File: config.mk
export PLATFORM = sky130hd
export DESIGN_NAME = ahb_apb_bridge
export DESIGN_NICKNAME = d
export VERILOG_FILES = /design/src/rtl/util.sv /design/src/rtl/apb_strb_gen.sv /design/src/rtl/ahb_apb_bridge.sv
export SDC_FILE = /design/constraint.sdc
export NUM_CORES = 1
export LEC_CHECK = 0
export CORE_MARGIN = 5
export CORE_UTILIZATION = 30
export CTS_CLUSTER_DIAMETER = 30
export DETAILED_ROUTE_END_ITERATION = 7
export HOLD_SLACK_MARGIN = 0.1
export PLACE_DENSITY_LB_ADDON = 0.15
export RECOVER_POWER = 50
export SLEW_MARGIN = 10
export SYNTH_ARGS = -nofsm -noshare
export SYNTH_HDL_FRONTEND = slang
export SYNTH_HIERARCHICAL = 1
export SYNTH_SLANG_ARGS = --single-unit
File: constraint.sdc
create_clock -name HCLK -period 1.8 [get_ports HCLK]
set_clock_uncertainty 0.1 [all_clocks]
set_input_delay 0.27 -clock HCLK [delete_from_list [all_inputs] [get_ports HCLK]]
set_output_delay 0.27 -clock HCLK [all_outputs]
set_load 0.01 [all_outputs]
File: src/rtl/util.sv
// Shared AHB/APB types and constants for the AHB-to-APB bridge.
package util;

    typedef enum logic [1:0] {
        TRANS_IDLE   = 2'd0,
        TRANS_BUSY   = 2'd1,
        TRANS_NONSEQ = 2'd2,
        TRANS_SEQ    = 2'd3
    } trans_t;

    typedef enum logic [2:0] {
        ST_IDLE,
        ST_SETUP,
        ST_ACCESS,
        ST_ERR1,
        ST_ERR2
    } apb_state_t;

    localparam logic [2:0] SIZE_BYTE = 3'd0;
    localparam logic [2:0] SIZE_HALF = 3'd1;
    localparam logic [2:0] SIZE_WORD = 3'd2;

    // Only NONSEQ and SEQ carry data; IDLE and BUSY get a zero-wait OKAY.
    function automatic logic is_active_trans(input trans_t t);
        return (t == TRANS_NONSEQ) || (t == TRANS_SEQ);
    endfunction

endpackage

File: src/rtl/apb_strb_gen.sv
// Combinational HSIZE/HADDR decode into APB byte strobes plus an
// unsupported-size flag. Reads always produce an all-zero strobe.
module apb_strb_gen
    import util::*;
(
    input  logic [2:0] hsize,
    input  logic [1:0] haddr_lo,
    input  logic       hwrite,
    output logic [3:0] strb,
    output logic       size_err
);

    always_comb begin
        strb     = 4'b0000;
        size_err = 1'b0;
        case (hsize)
            SIZE_BYTE: strb = 4'b0001 << haddr_lo;
            SIZE_HALF: strb = 4'b0011 << {haddr_lo[1], 1'b0};
            SIZE_WORD: strb = 4'b1111;
            default:   size_err = 1'b1;
        endcase
        if (!hwrite) begin
            strb = 4'b0000;
        end
    end

endmodule

File: src/rtl/ahb_apb_bridge.sv
// AHB-Lite responder turning each accepted transfer into one APB SETUP/ACCESS
// pair. Defining APB_PSTRB_EN adds the PSTRB port and rejects HSIZE > word.
module ahb_apb_bridge
    import util::*;
#(
    parameter int WIDTH   = 32,
    parameter int PADDR_W = 16
) (
    input  logic               HCLK,
    input  logic               HRESET,
    input  logic               HSELx,
    input  logic [WIDTH-1:0]   HADDR,
    input  logic               HWRITE,
    input  logic [2:0]         HSIZE,
    input  trans_t             HTRANS,
    input  logic               HREADY,
    input  logic [WIDTH-1:0]   HWDATA,
    output logic [WIDTH-1:0]   HRDATA,
    output logic               HREADYOUT,
    output logic               HRESP,
    output logic               PSEL,
    output logic               PENABLE,
    output logic               PWRITE,
    output logic [PADDR_W-1:0] PADDR,
    output logic [WIDTH-1:0]   PWDATA,
    input  logic [WIDTH-1:0]   PRDATA,
    input  logic               PREADY,
    input  logic               PSLVERR
`ifdef APB_PSTRB_EN
    ,
    output logic [3:0]         PSTRB
`endif
);

    apb_state_t         state;
    apb_state_t         state_nxt;
    logic               xfer_valid;
    logic               accept;
    logic               rd_done;
    logic               size_err;
    logic [PADDR_W-1:0] paddr_q;
    logic               pwrite_q;
    logic [WIDTH-1:0]   hrdata_q;

    // Upper address bits and (in the default build) HSIZE do not reach APB.
    logic unused_bits;
    assign unused_bits = ^{HADDR[WIDTH-1:PADDR_W], HSIZE};

    assign xfer_valid = HSELx && HREADY && is_active_trans(HTRANS);

`ifdef APB_PSTRB_EN
    logic [3:0] strb_nxt;
    logic [3:0] strb_q;

    apb_strb_gen u_strb_gen (
        .hsize    (HSIZE),
        .haddr_lo (HADDR[1:0]),
        .hwrite   (HWRITE),
        .strb     (strb_nxt),
        .size_err (size_err)
    );

    always_ff @(posedge HCLK or posedge HRESET) begin
        if (HRESET) begin
            strb_q <= 4'b0000;
        end else if (accept) begin
            strb_q <= strb_nxt;
        end
    end

    assign PSTRB = strb_q;
`else
    assign size_err = 1'b0;
`endif

    always_ff @(posedge HCLK or posedge HRESET) begin
        if (HRESET) begin
            state    <= ST_IDLE;
            paddr_q  <= '0;
            pwrite_q <= 1'b0;
            hrdata_q <= '0;
        end else begin
            state <= state_nxt;
            if (accept) begin
                paddr_q  <= HADDR[PADDR_W-1:0];
                pwrite_q <= HWRITE;
            end
            if (rd_done) begin
                hrdata_q <= PRDATA;
            end
        end
    end

    // Only IDLE and ERR2 present HREADYOUT=1, so only they can take a new
    // address phase; an oversized transfer skips APB and goes to ERR1.
    always_comb begin
        state_nxt = state;
        accept    = 1'b0;
        rd_done   = 1'b0;
        HREADYOUT = 1'b0;
        HRESP     = 1'b0;
        PSEL      = 1'b0;
        PENABLE   = 1'b0;
        case (state)
            ST_IDLE: begin
                HREADYOUT = 1'b1;
                if (xfer_valid) begin
                    accept    = 1'b1;
                    state_nxt = size_err ? ST_ERR1 : ST_SETUP;
                end
            end
            ST_SETUP: begin
                PSEL      = 1'b1;
                state_nxt = ST_ACCESS;
            end
            ST_ACCESS: begin
                PSEL    = 1'b1;
                PENABLE = 1'b1;
                if (PREADY) begin
                    if (PSLVERR) begin
                        state_nxt = ST_ERR1;
                    end else begin
                        state_nxt = ST_IDLE;
                        rd_done   = !pwrite_q;
                    end
                end
            end
            ST_ERR1: begin
                HRESP     = 1'b1;
                state_nxt = ST_ERR2;
            end
            ST_ERR2: begin
                HRESP     = 1'b1;
                HREADYOUT = 1'b1;
                if (xfer_valid) begin
                    accept    = 1'b1;
                    state_nxt = size_err ? ST_ERR1 : ST_SETUP;
                end else begin
                    state_nxt = ST_IDLE;
                end
            end
            default: state_nxt = ST_IDLE;
        endcase
    end

    assign HRDATA  = hrdata_q;
    assign PADDR   = paddr_q;
    assign PWRITE  = pwrite_q;
    assign PWDATA  = HWDATA;

endmodule

# ---- Word level (Yosys, flattened, before mapping)
# Index checks and enable logic that the tools add are counted.
dict set report word_totals {
  ff_bits 52
  output_inout_bits 85
  wordCells 35
}
dict set report classes {
  n_eq_ne 8
  muxes 14
  n_reduce_logical 9
}
# cell n
set op_table {}
lappend op_table {{$pmux W3 S5} 1}
lappend op_table {{$mux W1} 10}
lappend op_table {{$eq A3 B2 Y1 const B} 2}
lappend op_table {{$mux W3} 2}
lappend op_table {{$reduce_or A2 Y1} 3}
lappend op_table {{$eq A2 B2 Y1 const B} 2}
lappend op_table {{$ne A2 B2 Y1 const B} 2}
lappend op_table {{$eq A3 B1 Y1 const B} 1}
lappend op_table {{$eq A3 B3 Y1 const B} 1}
lappend op_table {{$logic_not A3 Y1} 1}
lappend op_table {{$logic_and A1 B1 Y1} 2}
lappend op_table {{$mux W2} 1}
lappend op_table {{$reduce_and A2 Y1} 1}
lappend op_table {{$logic_not A1 Y1} 1}
lappend op_table {{$logic_or A1 B1 Y1} 1}

# ---- Logic depth before layout (Yosys ltp)
dict set report logic_depth {
  word_depth 5
  ltp_mapped 5
  ltp_nobuf 4
}

# ---- Least setup slack after synthesis
# Ideal clock, no wire load.
dict set report synth_path {
  path_type {register to register}
  from {register state[0]}
  to {register hrdata_q[0], in the netlist HRDATA[0]}
  setup_time_ns 0.125
  arrival_time_ns 1.713
  required_time_ns 1.575
  path_slack_ns -0.138
  path_stages_with_launch 6
  n_path_buf 2
  synth_period_minus_slack_ns 1.938
  path_cell_list {dfrtp_1 -> or3b_1 -> or3_1 -> buf_6 -> buf_12 -> mux2_4}
}
dict set report synth_via {
  elab_chain_len 2
}
# element line_no
set synth_lines {}
lappend synth_lines {{start, declared} ahb_apb_bridge.sv:35} ;# apb_state_t state;
lappend synth_lines {{start signal, assigned} ahb_apb_bridge.sv:83} ;# state <= state_nxt;
lappend synth_lines {{$eq A3 B2 Y1} ahb_apb_bridge.sv:104} ;# case (state)
lappend synth_lines {{$mux W1} ahb_apb_bridge.sv:104}
lappend synth_lines {{end signal, assigned} ahb_apb_bridge.sv:81} ;# hrdata_q <= '0;
lappend synth_lines {{end signal, assigned} ahb_apb_bridge.sv:89} ;# hrdata_q <= PRDATA;
lappend synth_lines {{end, declared} ahb_apb_bridge.sv:43} ;# logic [WIDTH-1:0] hrdata_q;
# No other way between the ends.
# A chain may end at the register's enable or synchronous reset.

# ---- Final worst setup path
dict set report layout_path {
  from {register state[2]}
  to {register hrdata_q[18], in the netlist HRDATA[18]}
}
# The elaborated chain is that of the path after synthesis.

==> results.json <==
{
  "synth-xor-area-share": 0,
  "synth_mux_area_frac": 0.279,
  "slew_violations": 0,
  "grt-busiest-layer": "met2",
  "clkTransAtPathRegs_ns": 0.09,
  "setup_slack_ns": -0.0977,
  "tritoncts": "done",
  "synth.distinct_cells": 18,
  "rows": 32,
  "core_um2": 7730,
  "tns_ns": -2.69,
  "p_per_area_nw_per_um2": 1560,
  "wl_um": 5530,
  "ant_nets": 0,
  "yosys_warnings": 6,
  "fmax_mhz": 527,
  "violations": "negative setup slack",
  "vias": 1473,
  "track_usage": 0.108,
  "grt_max_degree": 53,
  "rsz0062_at_grt": "true",
  "chipWidth_um": 99.0,
  "diodes": 0,
  "syn_inst": 155,
  "netlist_area_um2": 2380,
  "hold_viol": 0,
  "start_kind": "flip-flop",
  "clock_latency_ns": 0.29,
  "cts_max_level": 2,
  "grt_overflow_total": 0,
  "ios": 193,
  "grt_pass1_wl_um": 8500,
  "grt_pass1_vias": 1580,
  "clock_sinks": 52,
  "gp_congestion": 0.670,
  "drt_iter0_markers": 28,
  "start_util": 0.308,
  "worst_ep_arrival_time_ns": 1.98,
  "period_needed_ns": 1.90,
  "avgSynthCellArea_um2": 15.3,
  "nFillCells": 709,
  "drt_pass1_iterations": 2,
  "layout.nets": 352,
  "crit_required_ns": 1.88,
  "power_w": 0.00545,
  "synth_seq_cells": 52,
  "hp-class": "reg2reg",
  "area_growth_pct": 47.2,
  "synth-simple-area-share": 0.0284,
  "post-route-drc-count": 0,
  "post-route-period-util": 1.05,
  "synth_compound_area_frac": 0.00947,
  "gr-usage-met1": 0.126,
  "ys_seq_area_frac": 0.547,
  "die_area_um2": 9810,
  "wire_per_inst_um": 15.9,
  "numPortBuffers": 108,
  "status": "finished with violations",
  "cts_root_buf": "clkbuf_8",
  "dieHeight_um": 99.0,
  "yosys.area_share.adder": 0,
  "irDropWorstVdd_uv": 586,
  "routed_via_density": 4.24,
  "cap_violations": 0,
  "grtUsageMet2": 0.173,
  "place_hpwl_um": 4070,
  "clk_path_buf_depth": 2,
  "finalSetupViolations": 32,
  "antenna_found_initial": 0,
  "met3_usage": 0.0439,
  "critPathKind": "reg2reg",
  "layout-drive-gt1-share": 0.306,
  "tightest_slew_ns": 0.708,
  "synth_nets": 263,
  "numCtsBuffers": 5,
  "crit_path_end_kind": "flip-flop",
  "synth_top_family_by_area": "multiplexers",
  "cts_hold_buf": 0,
  "p_leak_nw": 1.60,
  "crit_fanout": 16,
  "slew_headroom": 0.528
}
Yosys cell counts:
cell type | n | area, µm²
or2b_1 | 1 | 7.51
buf_12 | 3 | 60.1
clkbuf_1 | 1 | 3.75
mux2_2 | 19 | 214
or3_1 | 1 | 6.26
buf_4 | 32 | 240
mux2_4 | 30 | 450
a21o_1 | 1 | 7.51
inv_1 | 2 | 7.51
nand4_1 | 1 | 6.26
nand2_1 | 1 | 3.75
dfrtp_1 | 52 | 1300
buf_6 | 1 | 11.3
a21oi_1 | 3 | 15.0
and3b_1 | 1 | 8.76
nand2b_1 | 3 | 18.8
nor2_1 | 2 | 7.51
or3b_1 | 1 | 8.76
cells in the final DEF, fill, tap and decap left out, types with 2 or more instances in the layout:
cell type and n:
mux2_4 30, clkdlybuf4s50_1 103, dfrtp_1 52, clkbuf_8 5, buf_6 3, nand2b_1 3
a21oi_1 2, buf_4 7, buf_2 2, mux2_2 19
area by class of cell:
type / instances / area (µm²) / share of cell area
Clock buffer: 6 / 72.6 / 0.0207
Clock inverter: 2 / 35.0 / 0.0100
Inverter: 2 / 7.51 / 0.00214
Multi-Input combinational cell: 64 / 766 / 0.219
Sequential cell: 52 / 1300 / 0.372
Tap cell: 102 / 128 / 0.0364
Timing Repair Buffer: 119 / 1190 / 0.340
path summary, 6_finish.rpt:
check                           from         end  slack (ns)  depth (start not counted)
setup / recovery            state[2]  HRDATA[18]        -0.1                          4
hold reg to reg            PADDR[14]   PADDR[14]        0.41                          1
min in group asynchronous     HRESET   HRDATA[4]        0.54                          3
setup reg to reg            state[2]  HRDATA[18]        -0.1                          4
hold / removal             PADDR[14]   PADDR[14]        0.41                          1
max in group asynchronous     HRESET  HRDATA[18]        0.58                          3
sequential cells by signal (all words and copies together) (netlist names):
| name | flops |
|---|---|
| PADDR | 16 |
| PWRITE | 1 |
| HRDATA | 32 |
| state | 3 |
worst max-delay path, cell delays in order (launching register included):
cell and delay, ns:
dfrtp_1 0.39, or3b_1 0.40, or3_4 0.40, buf_12 0.19, mux2_4 0.30
cells by family after synthesis:
family | count (synthesis)
AND/OR/NAND/NOR | 11
multiplexers | 49
buffers and inverters | 39
flip-flops | 52
AO/OA/AOI/OAI | 4
metal layers:
metal	part of all wire	vias to the layer above
met5	0	-
met4	0.026	0
met3	0.12	20
met2	0.46	86
met1	0.40	699
li1	-	668
stage by stage:
stage | setup slack [ns] | instances | cell area (µm²) | util | hold WS, ns
detailed placement | -0.297 | 337 | 3370 | 0.436 | 0.391
CTS | -0.102 | 347 | 3500 | 0.454 | 0.250
finish | -0.0977 | 347 | 3500 | 0.453 | 0.409
global placement | -0.301 | 337 | 3370 | 0.436 | 0.386
global route | -0.126 | 347 | 3500 | 0.453 | 0.430
floorplan | -0.100 | 155 | 2380 | - | 0.303
power breakdown:
group | leakage, nW | switching (W) | total [W] | internal, W
sequential | 0.634 | 0.000294 | 0.00202 | 0.00173
clock | 0.0552 | 0.000371 | 0.000785 | 0.000413
combinational | 0.915 | 0.000848 | 0.00264 | 0.00179
total | 1.60 | 0.00151 | 0.00545 | 0.00393
repair_timing:
| item | in CTS | in global routing |
|---|---|---|
| resized for setup | 19 | 5 |
| pin swaps | 1 | 1 |
| gates cloned | 1 | 0 |
| setup endpoints to repair | 36 | 36 |
| setup buffers | 1 | 0 |
(Power assumes the default switching activity.)
